===== src/rtl/muldiv_ctrl.sv =====
// Iterative multiply/divide unit with HI/LO registers and pipeline stall generation.
// Uses one shift-add or restoring-divide step per cycle on magnitudes, then fixes signs.
module muldiv_ctrl #(
  parameter int n = 32
) (
  input  logic         clk,
  input  logic         reset,
  input  logic         start,
  input  logic [1:0]   op,
  input  logic [n-1:0] srca,
  input  logic [n-1:0] srcb,
  input  logic         mthi,
  input  logic         mtlo,
  input  logic [n-1:0] wdata,
  input  logic         rdhilo,
  output logic         busy,
  output logic         done,
  output logic         stall,
  output logic [n-1:0] hi,
  output logic [n-1:0] lo
);

  localparam int CW = $clog2(n + 1);

  typedef enum logic [1:0] {
    IDLE,
    CALC,
    FIX,
    DONE
  } state_t;

  state_t         state_q, state_d;
  logic [CW-1:0]  cnt_q, cnt_d;
  logic [n-1:0]   accHi_q, accHi_d;
  logic [n-1:0]   accLo_q, accLo_d;
  logic [n-1:0]   opnd_q, opnd_d;
  logic [n-1:0]   hi_q, hi_d;
  logic [n-1:0]   lo_q, lo_d;
  logic           isDiv_q, isDiv_d;
  logic           negQ_q, negQ_d;
  logic           negR_q, negR_d;

  logic           signedOp;
  logic [n-1:0]   absA, absB;
  logic [n:0]     mulSum;
  logic [n:0]     shifted;
  logic [2*n-1:0] prod;

  always_comb begin
    signedOp = ~op[0];
    absA     = (signedOp && srca[n-1]) ? -srca : srca;
    absB     = (signedOp && srcb[n-1]) ? -srcb : srcb;
    mulSum   = {1'b0, accHi_q} + (accLo_q[0] ? {1'b0, opnd_q} : '0);
    shifted  = {accHi_q, accLo_q[n-1]};
    prod     = {accHi_q, accLo_q};
  end

  always_comb begin
    state_d = state_q;
    cnt_d   = cnt_q;
    accHi_d = accHi_q;
    accLo_d = accLo_q;
    opnd_d  = opnd_q;
    hi_d    = hi_q;
    lo_d    = lo_q;
    isDiv_d = isDiv_q;
    negQ_d  = negQ_q;
    negR_d  = negR_q;

    case (state_q)
      IDLE, DONE: begin
        state_d = IDLE;
        if (mthi) hi_d = wdata;
        if (mtlo) lo_d = wdata;
        if (start) begin
          state_d = CALC;
          cnt_d   = '0;
          isDiv_d = op[1];
          accHi_d = '0;
          accLo_d = op[1] ? absA : absB;
          opnd_d  = op[1] ? absB : absA;
          // A zero divisor must leave the all-ones quotient un-negated.
          negQ_d  = signedOp & (srca[n-1] ^ srcb[n-1]) & (~op[1] | (|srcb));
          negR_d  = signedOp & op[1] & srca[n-1];
        end
      end

      CALC: begin
        cnt_d = cnt_q + CW'(1);
        if (isDiv_q) begin
          if (shifted >= {1'b0, opnd_q}) begin
            accHi_d = shifted[n-1:0] - opnd_q;
            accLo_d = {accLo_q[n-2:0], 1'b1};
          end else begin
            accHi_d = shifted[n-1:0];
            accLo_d = {accLo_q[n-2:0], 1'b0};
          end
        end else begin
          {accHi_d, accLo_d} = {mulSum, accLo_q[n-1:1]};
        end
        if (cnt_q == CW'(n - 1)) begin
          state_d = FIX;
          cnt_d   = '0;
        end
      end

      FIX: begin
        state_d = DONE;
        if (isDiv_q) begin
          lo_d = negQ_q ? -accLo_q : accLo_q;
          hi_d = negR_q ? -accHi_q : accHi_q;
        end else begin
          {hi_d, lo_d} = negQ_q ? -prod : prod;
        end
      end

      default: state_d = IDLE;
    endcase
  end

  always_ff @(posedge clk) begin
    if (reset) begin
      state_q <= IDLE;
      cnt_q   <= '0;
      accHi_q <= '0;
      accLo_q <= '0;
      opnd_q  <= '0;
      hi_q    <= '0;
      lo_q    <= '0;
      isDiv_q <= 1'b0;
      negQ_q  <= 1'b0;
      negR_q  <= 1'b0;
    end else begin
      state_q <= state_d;
      cnt_q   <= cnt_d;
      accHi_q <= accHi_d;
      accLo_q <= accLo_d;
      opnd_q  <= opnd_d;
      hi_q    <= hi_d;
      lo_q    <= lo_d;
      isDiv_q <= isDiv_d;
      negQ_q  <= negQ_d;
      negR_q  <= negR_d;
    end
  end

  assign busy  = (state_q == CALC) || (state_q == FIX);
  assign done  = (state_q == DONE);
  assign stall = busy & (rdhilo | start | mthi | mtlo);
  assign hi    = hi_q;
  assign lo    = lo_q;

endmodule

===== config.mk =====
export PLATFORM = sky130hd
export DESIGN_NAME = muldiv_ctrl
export DESIGN_NICKNAME = d
export VERILOG_FILES = /design/src/rtl/muldiv_ctrl.sv
export SDC_FILE = /design/constraint.sdc
export NUM_CORES = 1
export LEC_CHECK = 0
export CORE_ASPECT_RATIO = 1.75
export CORE_MARGIN = 4
export CORE_UTILIZATION = 60
export CTS_BUF_LIST = sky130_fd_sc_hd__clkbuf_8
export CTS_CLUSTER_DIAMETER = 80
export CTS_CLUSTER_SIZE = 12
export DETAILED_ROUTE_END_ITERATION = 10
export PLACE_DENSITY = 0.94
export SYNTH_ARGS = -nofsm -noshare
export SYNTH_HDL_FRONTEND = slang
export SYNTH_SLANG_ARGS = --single-unit

===== constraint.sdc =====
create_clock -name clk -period 8.7 [get_ports clk]
set_clock_uncertainty 0.2 [all_clocks]
set_input_delay 1.74 -clock clk [delete_from_list [all_inputs] [get_ports clk]]
set_output_delay 1.74 -clock clk [all_outputs]
set_load 0.01 [all_outputs]

* Yosys cells after proc, flatten, opt, wreduce, memory -nomap -nowiden
Cells that the tools add are included.
** Storage, ports and cells
- Output and inout port bits :: 67
- Bits in registers :: 171
- Word-level logic and storage cells :: 79
** Cells by class
- Muxes and demuxes :: 28
- Add/sub/neg operators :: 8
- Reductions and logical operators :: 12
- Equality and inequality tests :: 8
- $lt $le $gt $ge :: 1
- Bitwise logic cells :: 12
** Operators by type and width (count)
- 32-bit two-way mux :: 16
- 32-bit one-hot mux with 2 select lines :: 4
- 32-bit negation :: 4
- 64-bit two-way mux :: 1
- 64-bit negation :: 1
- 32-bit by 32-bit adder with 33-bit output :: 1
- 33-bit by 32-bit greater-or-equal comparator with 1-bit output :: 1
- 32-bit OR reduction :: 1
- 32-bit subtractor :: 1
- 6-bit two-way mux :: 2
- 6-bit one-hot mux with 2 select lines :: 1
- 2-bit inequality test (second input constant) :: 4
- 2-bit AND reduction :: 4
- 6-bit by 1-bit adder with 6-bit output (second input constant) :: 1
- 6-bit by 5-bit == test with 1-bit output (second input constant) :: 1
- 2-bit one-hot mux with 3 select lines :: 1
- 1-bit bitwise AND :: 5
- 2-bit == test (second input constant) :: 2
- 1-bit OR :: 4
- 2-bit nonzero test :: 2
- 2-bit by 1-bit == test with 1-bit output (second input constant) :: 1
- 1-bit logical AND :: 2
- 2-bit logical NOT :: 1
- 1-bit two-way mux :: 2
- 5 further kinds :: 6

* Depth between registers and ports, before layout
Gate-level depths: netlist (run 1).
- Depth after elaboration :: 6
- Gate-level depth with buffers :: 14

* Least setup slack after synthesis (run 1)
No wires, ideal clock.
- Path type :: in2reg
- Start :: input srcb[16]
- End :: register opnd_q[30]
- Slack :: 4.470 ns
- Stages :: 9
- Data required time :: 8.372 ns
- Path buffers :: 1
- Arrival :: 3.902 ns
- Cells stage by stage :: or4_1 or4_1 clkbuf_1 nor4_2 a21oi_1 xor2_1 mux2_2 mux2i_1 nor2_1
** Between the ends
- Cells in the longest elaborated chain, start to end :: 3
** Ends and longest elaborated chain
- start, declared :: line 11 : input logic [n-1:0] srcb,
- 32-bit negation :: line 52 : absB = (signedOp && srcb[n-1]) ? -srcb : srcb;
- 32-bit two-way mux :: line 52
- 32-bit two-way mux :: line 81 : opnd_d = op[1] ? absB : absA;
- end signal, assigned :: line 138 : opnd_q <= opnd_d;
- end, declared :: line 36 : logic [n-1:0] opnd_q, opnd_d;
No other way between the ends.
A chain may end at the register's enable or synchronous reset.

* Final worst setup path (run 1)
- Start :: input start
- End :: register accHi_q[19]
** Between the ends
- Cells in the longest elaborated chain, start to end :: 2
** Ends and longest elaborated chain
- start, declared :: line 8 : input logic start,
- 2-bit inequality test (no source line)
- 2-bit AND reduction (no source line)
- end signal, assigned :: line 136 : accHi_q <= accHi_d;
- end, declared :: line 34 : logic [n-1:0] accHi_q, accHi_d;
No other way between the ends.

==> flow_metrics.env, run 1 <==
export IMPL_coreArea_um2=24000
export IMPL_cts_root_buf="clkbuf_8"
export IMPL_startpoint_type="input pin"
export IMPL_top_layer="met4"
export IMPL_tightest_slew_ns=0.932
export IMPL_wl_met3_mm=3.91
export IMPL_drtIter0Drc=1925
export IMPL_synth_enable_flop_cells=0
export IMPL_vias_per_cell=6.76
export IMPL_nets=2263
export IMPL_die_area_um2=27100
export IMPL_h_tree_depth=4
export IMPL_antenna_left=0
export IMPL_yosys_area_share_simple_pct=21.0
export IMPL_synth_top_area_share_pct=23.4
export IMPL_avgRoutedWirePerCell_um=23.5
export IMPL_syn_instance_count=2011
export IMPL_area_growth_pct=14.7
export IMPL_async_reset_ff_share_pct=0
export IMPL_first_global_vias=15400
export IMPL_antenna_found_initial=1
export IMPL_dieHeight_um=215
export IMPL_vias=16300
export IMPL_hpwlAfterDp_mm=44.4
export IMPL_grt_use_total_pct=40.1
export IMPL_routed_wl_mm=56.5
export IMPL_required_ns=8.94
export IMPL_post_route_util_pct=69.9
export IMPL_synth_fp_nets=2189
export IMPL_fin_crit_sh_pct=60.7
export IMPL_cts_sinks=171
export IMPL_synth_cell_types=86
export IMPL_synth_compound_area_share_pct=28.4
export IMPL_synth_adder_area_share_pct=6.43
export IMPL_hp_class="reg -> reg"
export IMPL_crit_type="in -> reg"
export IMPL_grt_max_degree=87
export IMPL_drive_gt1_share_pct=5.10
export IMPL_cts_tree="yes"
export IMPL_setup_viol_count_final=0
export IMPL_pwr_density_cell_nw_per_um2=272
export IMPL_crit_arrival_ns=5.51
export IMPL_leakagePower_nw=6.48
export IMPL_cts_hold_buffers=0
export IMPL_cp_end_kind="flop"
export IMPL_cts_resized_gates=0
export IMPL_syn_area_um2=14600
export IMPL_ir_drop_mv=0.369
export IMPL_synth_most_common_cell="nor2_1"
export IMPL_cp_max_fo=30
export IMPL_syn_avg_cell_area_um2=7.28
export IMPL_status="completed"
export IMPL_synth_xor_area_share_pct=10.3
export IMPL_initial_core_util_pct=61.0
export IMPL_synth_seq_cells=171
export IMPL_ios=171
export IMPL_grt_overflow_total=0
export IMPL_wl_met2_mm=26.6
export IMPL_ys_top_cells_by_area="dfxtp_1 23%, nor2_1 7.2%, a21oi_1 6.8%"
export IMPL_wl_met1_mm=19.4
export IMPL_cts_inserted_buffers=17
export IMPL_hold_violations=0
export IMPL_cts_max_path_buffers=2
export IMPL_rsz0062_at_grt="false"
export IMPL_path_clk_slew_ns=0.11
export IMPL_synth_top_family_by_area="compound AO/OA/AOI/OAI gates"
export IMPL_num_rows=75
export IMPL_yosysSeqAreaShare_pct=23.4
export IMPL_die_width_um=126
export IMPL_port_buffers=170
export IMPL_yosys_area_top_type="dfxtp_1"
export IMPL_grt_pass1_wl_mm=85.8
export IMPL_cap_violations=0
export IMPL_synth_flop_cell="dfxtp_1"
export IMPL_drc=0
export IMPL_synthTopCellsByCount="279 x nor2_1, 199 x a21oi_1, 171 x dfxtp_1, 171 x nand2_1, 113 x o21ai_0"
export IMPL_fmax_mhz=189
export IMPL_ys_warn_count=0
export IMPL_clkLatencyLatePin_ns=0.52
export IMPL_synthMuxAreaShare_pct=4.91
export IMPL_dr_pass1_iters=9
export IMPL_report_final_slew_viol_count=0
export IMPL_place_congestion=1.20
export IMPL_slew_headroom_pct=37.9
export IMPL_layout_min_cycle_time_ns=5.28
export IMPL_cts_setup_buffers=0
export IMPL_setup_tns_ns=0
==> cells by family after synthesis <==
| kind of cell | after synthesis |
|---|---|
| flip-flops | 171 |
| AND/OR/NAND/NOR | 674 |
| AO/OA/AOI/OAI | 644 |
| multiplexers | 69 |
| adder cells (fa/ha/maj) | 74 |
| buffers and inverters | 206 |
| XOR/XNOR | 173 |
==> flip-flops by register name (all words and copies together), names as in the netlist <==
name,cells
negR_q,1
state_q,2
lo,32
opnd_q,32
accHi_q,32
accLo_q,32
hi,32
isDiv_q,1
negQ_q,1
cnt_q,6
==> through the flow <==
stage          instances  hold slack [ns]  power (mW)  setup WS (ns)  instance area (um^2)
5_1_grt             2407            0.287        4.81           3.26                 16800
6_report            2408            0.256        4.57           3.42                 16800
3_3_place_gp        2374            0.239        3.81           3.27                 16400
2_1_floorplan       2011            0.232        2.93           4.47                 14600
3_5_place_dp        2374            0.247        3.88           3.09                 16400
4_1_cts             2406            0.259        4.49           3.60                 16800
==> critical path, cell delays in order <==
cell,delay (ns)
clkdlybuf4s50_1,0.67
and2_1,0.80
a21oi_2,0.03
buf_4,0.27
nor3_1,0.52
nand2_1,0.67
nor2_1,0.52
a22oi_1,0.16
o211ai_1,0.12
==> metal layers <==
metal	GRT usage [%]	up-vias
met5	0	-
met4	37.5	0
met3	6.46	318
met2	66.4	930
met1	42.7	7582
li1	-	7447
==> cell usage in the layout, fill, tap and decap left out, types with 17 or more instances in the layout <==
master and count:
nor2_1 278, o211ai_1 35, o31ai_1 24, buf_4 18, clkdlybuf4s50_1 168, mux2i_1 46, nor3_1 54, dfxtp_1 170
xor2_1 89, or3_1 25, nand2_1 171, a21o_1 21, nor4_1 19, mux2_2 23, a211oi_1 97, a21oi_1 196
a22oi_1 19, o21ai_0 112, nand3_1 28, inv_1 72, ha_1 71, xnor2_1 84, clkbuf_8 17
==> power by group <==
part	switching, mW	internal [mW]	leakage (nW)	total [mW]
Combinational	1.64	1.03	4.87	2.68
Clock	0.360	0.247	0.209	0.607
Sequential	0.261	1.02	1.40	1.28
==> worst paths after layout <==
kind / startpoint / end / slack (ns) / cells past startpoint
setup / recovery: start / accHi_q[19]$_SDFFE_PP0P_ / 3.42 / 9
hold / removal: hi[26]$_SDFFE_PP0P_ / hi[26]$_SDFFE_PP0P_ / 0.26 / 2
setup reg to reg: accHi_q[6]$_SDFFE_PP0P_ / accHi_q[20]$_SDFFE_PP0P_ / 3.95 / 11
hold reg to reg: hi[26]$_SDFFE_PP0P_ / hi[26]$_SDFFE_PP0P_ / 0.26 / 2
==> layout make-up <==
type,instances,area [um^2]
multi-input combinational,1634,10500
fill,2081,7230
sequential,171,3420
timing repair buffer,187,1820
tap,308,385
inverter,74,278
clock buffer,17,234
clock inverter,15,190
antenna,2,5.00
Power figures use the tool's default switching activity.
==> run 2: changes to the inputs <==
--- a/config.mk
+++ b/config.mk
@@ -7,12 +7,12 @@
 export LEC_CHECK = 0
 export CORE_ASPECT_RATIO = 1.75
 export CORE_MARGIN = 4
-export CORE_UTILIZATION = 60
+export CORE_UTILIZATION = 53
 export CTS_BUF_LIST = sky130_fd_sc_hd__clkbuf_8
 export CTS_CLUSTER_DIAMETER = 80
 export CTS_CLUSTER_SIZE = 12
 export DETAILED_ROUTE_END_ITERATION = 10
-export PLACE_DENSITY = 0.94
+export PLACE_DENSITY = 0.88
 export SYNTH_ARGS = -nofsm -noshare
 export SYNTH_HDL_FRONTEND = slang
 export SYNTH_SLANG_ARGS = --single-unit
==> constraint.sdc (replaced) <==
create_clock -name clk -period 4.24 [get_ports clk]
set_clock_uncertainty 0.2 [all_clocks]
set_input_delay 0.848 -clock clk [delete_from_list [all_inputs] [get_ports clk]]
set_output_delay 0.848 -clock clk [all_outputs]
set_load 0.01 [all_outputs]
==> run 2 against run 1 <==
Effect of this change: via count increased by 0.52%; utilization fell by 6.4 points; worst hold slack better by 0.0045 ns; sequential power grew 100%; clock power is 130% higher; design area grew 3.0%; worst setup slack worse by 3.2 ns; die area up 13%; sequential share of layout area shrank 0.60 points; largest cell class unchanged; highest routed layer unchanged.
==> flow_metrics.env, run 2 (synthesized netlist as in run 1, its figures left out) <==
export IMPL_cts_sinks=171
export IMPL_cts_root_buf="clkbuf_8"
export IMPL_drive_gt1_share_pct=7.09
export IMPL_cts_resized_gates=0
export IMPL_hp_class="reg -> reg"
export IMPL_startpoint_type="flop"
export IMPL_cp_max_fo=5
export IMPL_hold_violations=0
export IMPL_antenna_left=0
export IMPL_avgRoutedWirePerCell_um=23.0
export IMPL_crit_cells=13
export IMPL_report_final_slew_viol_count=0
export IMPL_min_to="hi[29]$_SDFFE_PP0P_"
export IMPL_cts_setup_buffers=0
export IMPL_cap_violations=0
export IMPL_area_growth_pct=18.1
export IMPL_dieHeight_um=228
export IMPL_pwr_density_cell_nw_per_um2=561
export IMPL_cp_end_kind="flop"
export IMPL_slowest_stage="a2111oi_0"
export IMPL_post_route_util_pct=63.5
export IMPL_placed_area_um2=16800
export IMPL_num_rows=80
export IMPL_ios=171
export IMPL_fin_total_pwr_mw=9.71
export IMPL_place_congestion=1.07
export IMPL_fillerInstances=2467
export IMPL_r2r_end="accHi_q[24]$_SDFFE_PP0P_"
export IMPL_drtIter0Drc=1769
export IMPL_vias=16400
export IMPL_reg2reg_from="accLo_q[31]$_SDFFE_PP0P_"
export IMPL_critPathTopFamily="compound AO/OA/AOI/OAI gates"
export IMPL_cts_inserted_buffers=17
export IMPL_dr_pass1_iters=10
export IMPL_cp_startpoint="accLo_q[31]$_SDFFE_PP0P_"
export IMPL_crit_arrival_ns=4.21
export IMPL_hpwlAfterDp_mm=45.2
export IMPL_layout_common_cells="278 x nor2_1, 196 x a21oi_1, 171 x nand2_1"
export IMPL_nets=2309
export IMPL_crit_buf_inv=2
export IMPL_initial_core_util_pct=53.8
export IMPL_hold_depth=2
export IMPL_coreArea_um2=27200
export IMPL_cpPeakStageDelay_ns=0.64
export IMPL_grt_overflow_total=0
export IMPL_h_tree_depth=4
export IMPL_leakagePower_nw=6.76
export IMPL_slew_headroom_pct=34.9
export IMPL_design_area_um2=17300
export IMPL_routed_wl_mm=57.9
export IMPL_cts_max_path_buffers=2
export IMPL_crit_type="reg -> reg"
export IMPL_fin_hold_ws_ns=0.260
export IMPL_antenna_found_initial=1
export IMPL_cts_hold_buffers=0
export IMPL_final_common_cell="nor2_1"
export IMPL_vias_per_cell=6.51
export IMPL_tightest_slew_ns=0.976
export IMPL_drc=0
export IMPL_setup_tns_ns=0
export IMPL_path_clk_slew_ns=0.09
export IMPL_die_area_um2=30500
export IMPL_grt_max_degree=95
export IMPL_grt_use_total_pct=36.7
export IMPL_first_global_vias=15800
export IMPL_fmax_mhz=249
export IMPL_holdCritStartpoint="hi[29]$_SDFFE_PP0P_"
export IMPL_die_width_um=134
export IMPL_reg2regPathDepth=13
export IMPL_ir_drop_mv=0.573
export IMPL_rsz0062_at_grt="false"
export IMPL_fin_crit_sh_pct=94.6
export IMPL_port_buffers=170
export IMPL_clkLatencyLatePin_ns=0.52
export IMPL_crit_chain="inv_1 -> ha_1 -> inv_1 -> fa_1 -> a211oi_1 -> o21ai_1 -> a2111oi_0 -> nor2_1 -> a221oi_1 -> xnor2_1 -> a32o_1 -> a211oi_1 -> nand2_1"
export IMPL_required_ns=4.44
export IMPL_setup_viol_count_final=0
export IMPL_grt_pass1_wl_mm=88.0
export IMPL_status="completed"
export IMPL_rrSetupSlack_ns=0.23
export IMPL_layout_min_cycle_time_ns=4.01
export IMPL_cts_tree="yes"
[run 2: cell types whose count changed in the layout (fill, tap and decap cells not counted)]
cell	change
diode_2	-1
clkinvlp_4	-1
buf_4	+42
clkbuf_8	+2
inv_8	-4
inv_6	+2
buf_12	+4
clkinv_8	-3
inv_1	+1
bufinv_16	+3
[run 2: metrics by stage]
stage | worst slack (ns) | std cells
after floorplan | 0.902 | 2011
after global placement | 0.291 | 2481
after detailed placement | 0.273 | 2481
after CTS | 0.302 | 2513
after global routing | 0.107 | 2514
final | 0.231 | 2514
[run 2: worst max path at each step]
stage,end
after global placement,accLo_q[28]$_SDFFE_PP0P_
final,accHi_q[24]$_SDFFE_PP0P_
after detailed placement,accLo_q[16]$_SDFFE_PP0P_
after global routing,accHi_q[24]$_SDFFE_PP0P_
after CTS,accHi_q[24]$_SDFFE_PP0P_
after floorplan,opnd_q[30]$_SDFFE_PP0P_
[run 2: cell type report]
cell class / count / area [um^2] / share of cell area (%)
diodes: 1 / 2.50 / 0.0145
repair buffers: 233 / 2220 / 12.8
clock buffers: 19 / 262 / 1.51
inverters: 74 / 278 / 1.61
clock inverters: 13 / 200 / 1.16
well taps: 369 / 462 / 2.67
multi-input cells: 1634 / 10500 / 60.4
flip-flops and latches: 171 / 3420 / 19.8
[run 2: worst reg2reg max path: stages (launching register included)]
cell and delay (ns):
dfxtp_1 0.36, inv_1 0.10, ha_1 0.18, inv_1 0.06
fa_1 0.43, a211oi_1 0.41, o21ai_1 0.24, a2111oi_0 0.64
nor2_1 0.23, a221oi_1 0.40, xnor2_1 0.10, a32o_1 0.27
a211oi_1 0.20, nand2_1 0.07
[run 2: where the power goes]
part / leakage (nW) / internal, mW / switching [mW]
Clock: 0.235 / 0.690 / 0.696
Combinational: 5.12 / 2.23 / 3.46
Sequential: 1.40 / 2.10 / 0.528
[run 2: routing by layer]
layer  vias up  GRT usage, %  wire [um]
li1       7540             -          -
met1      7615          37.9      19100
met2       899          64.2      28600
met3       307          4.63       3750
met4         0          32.6       6330
met5         -             0          0
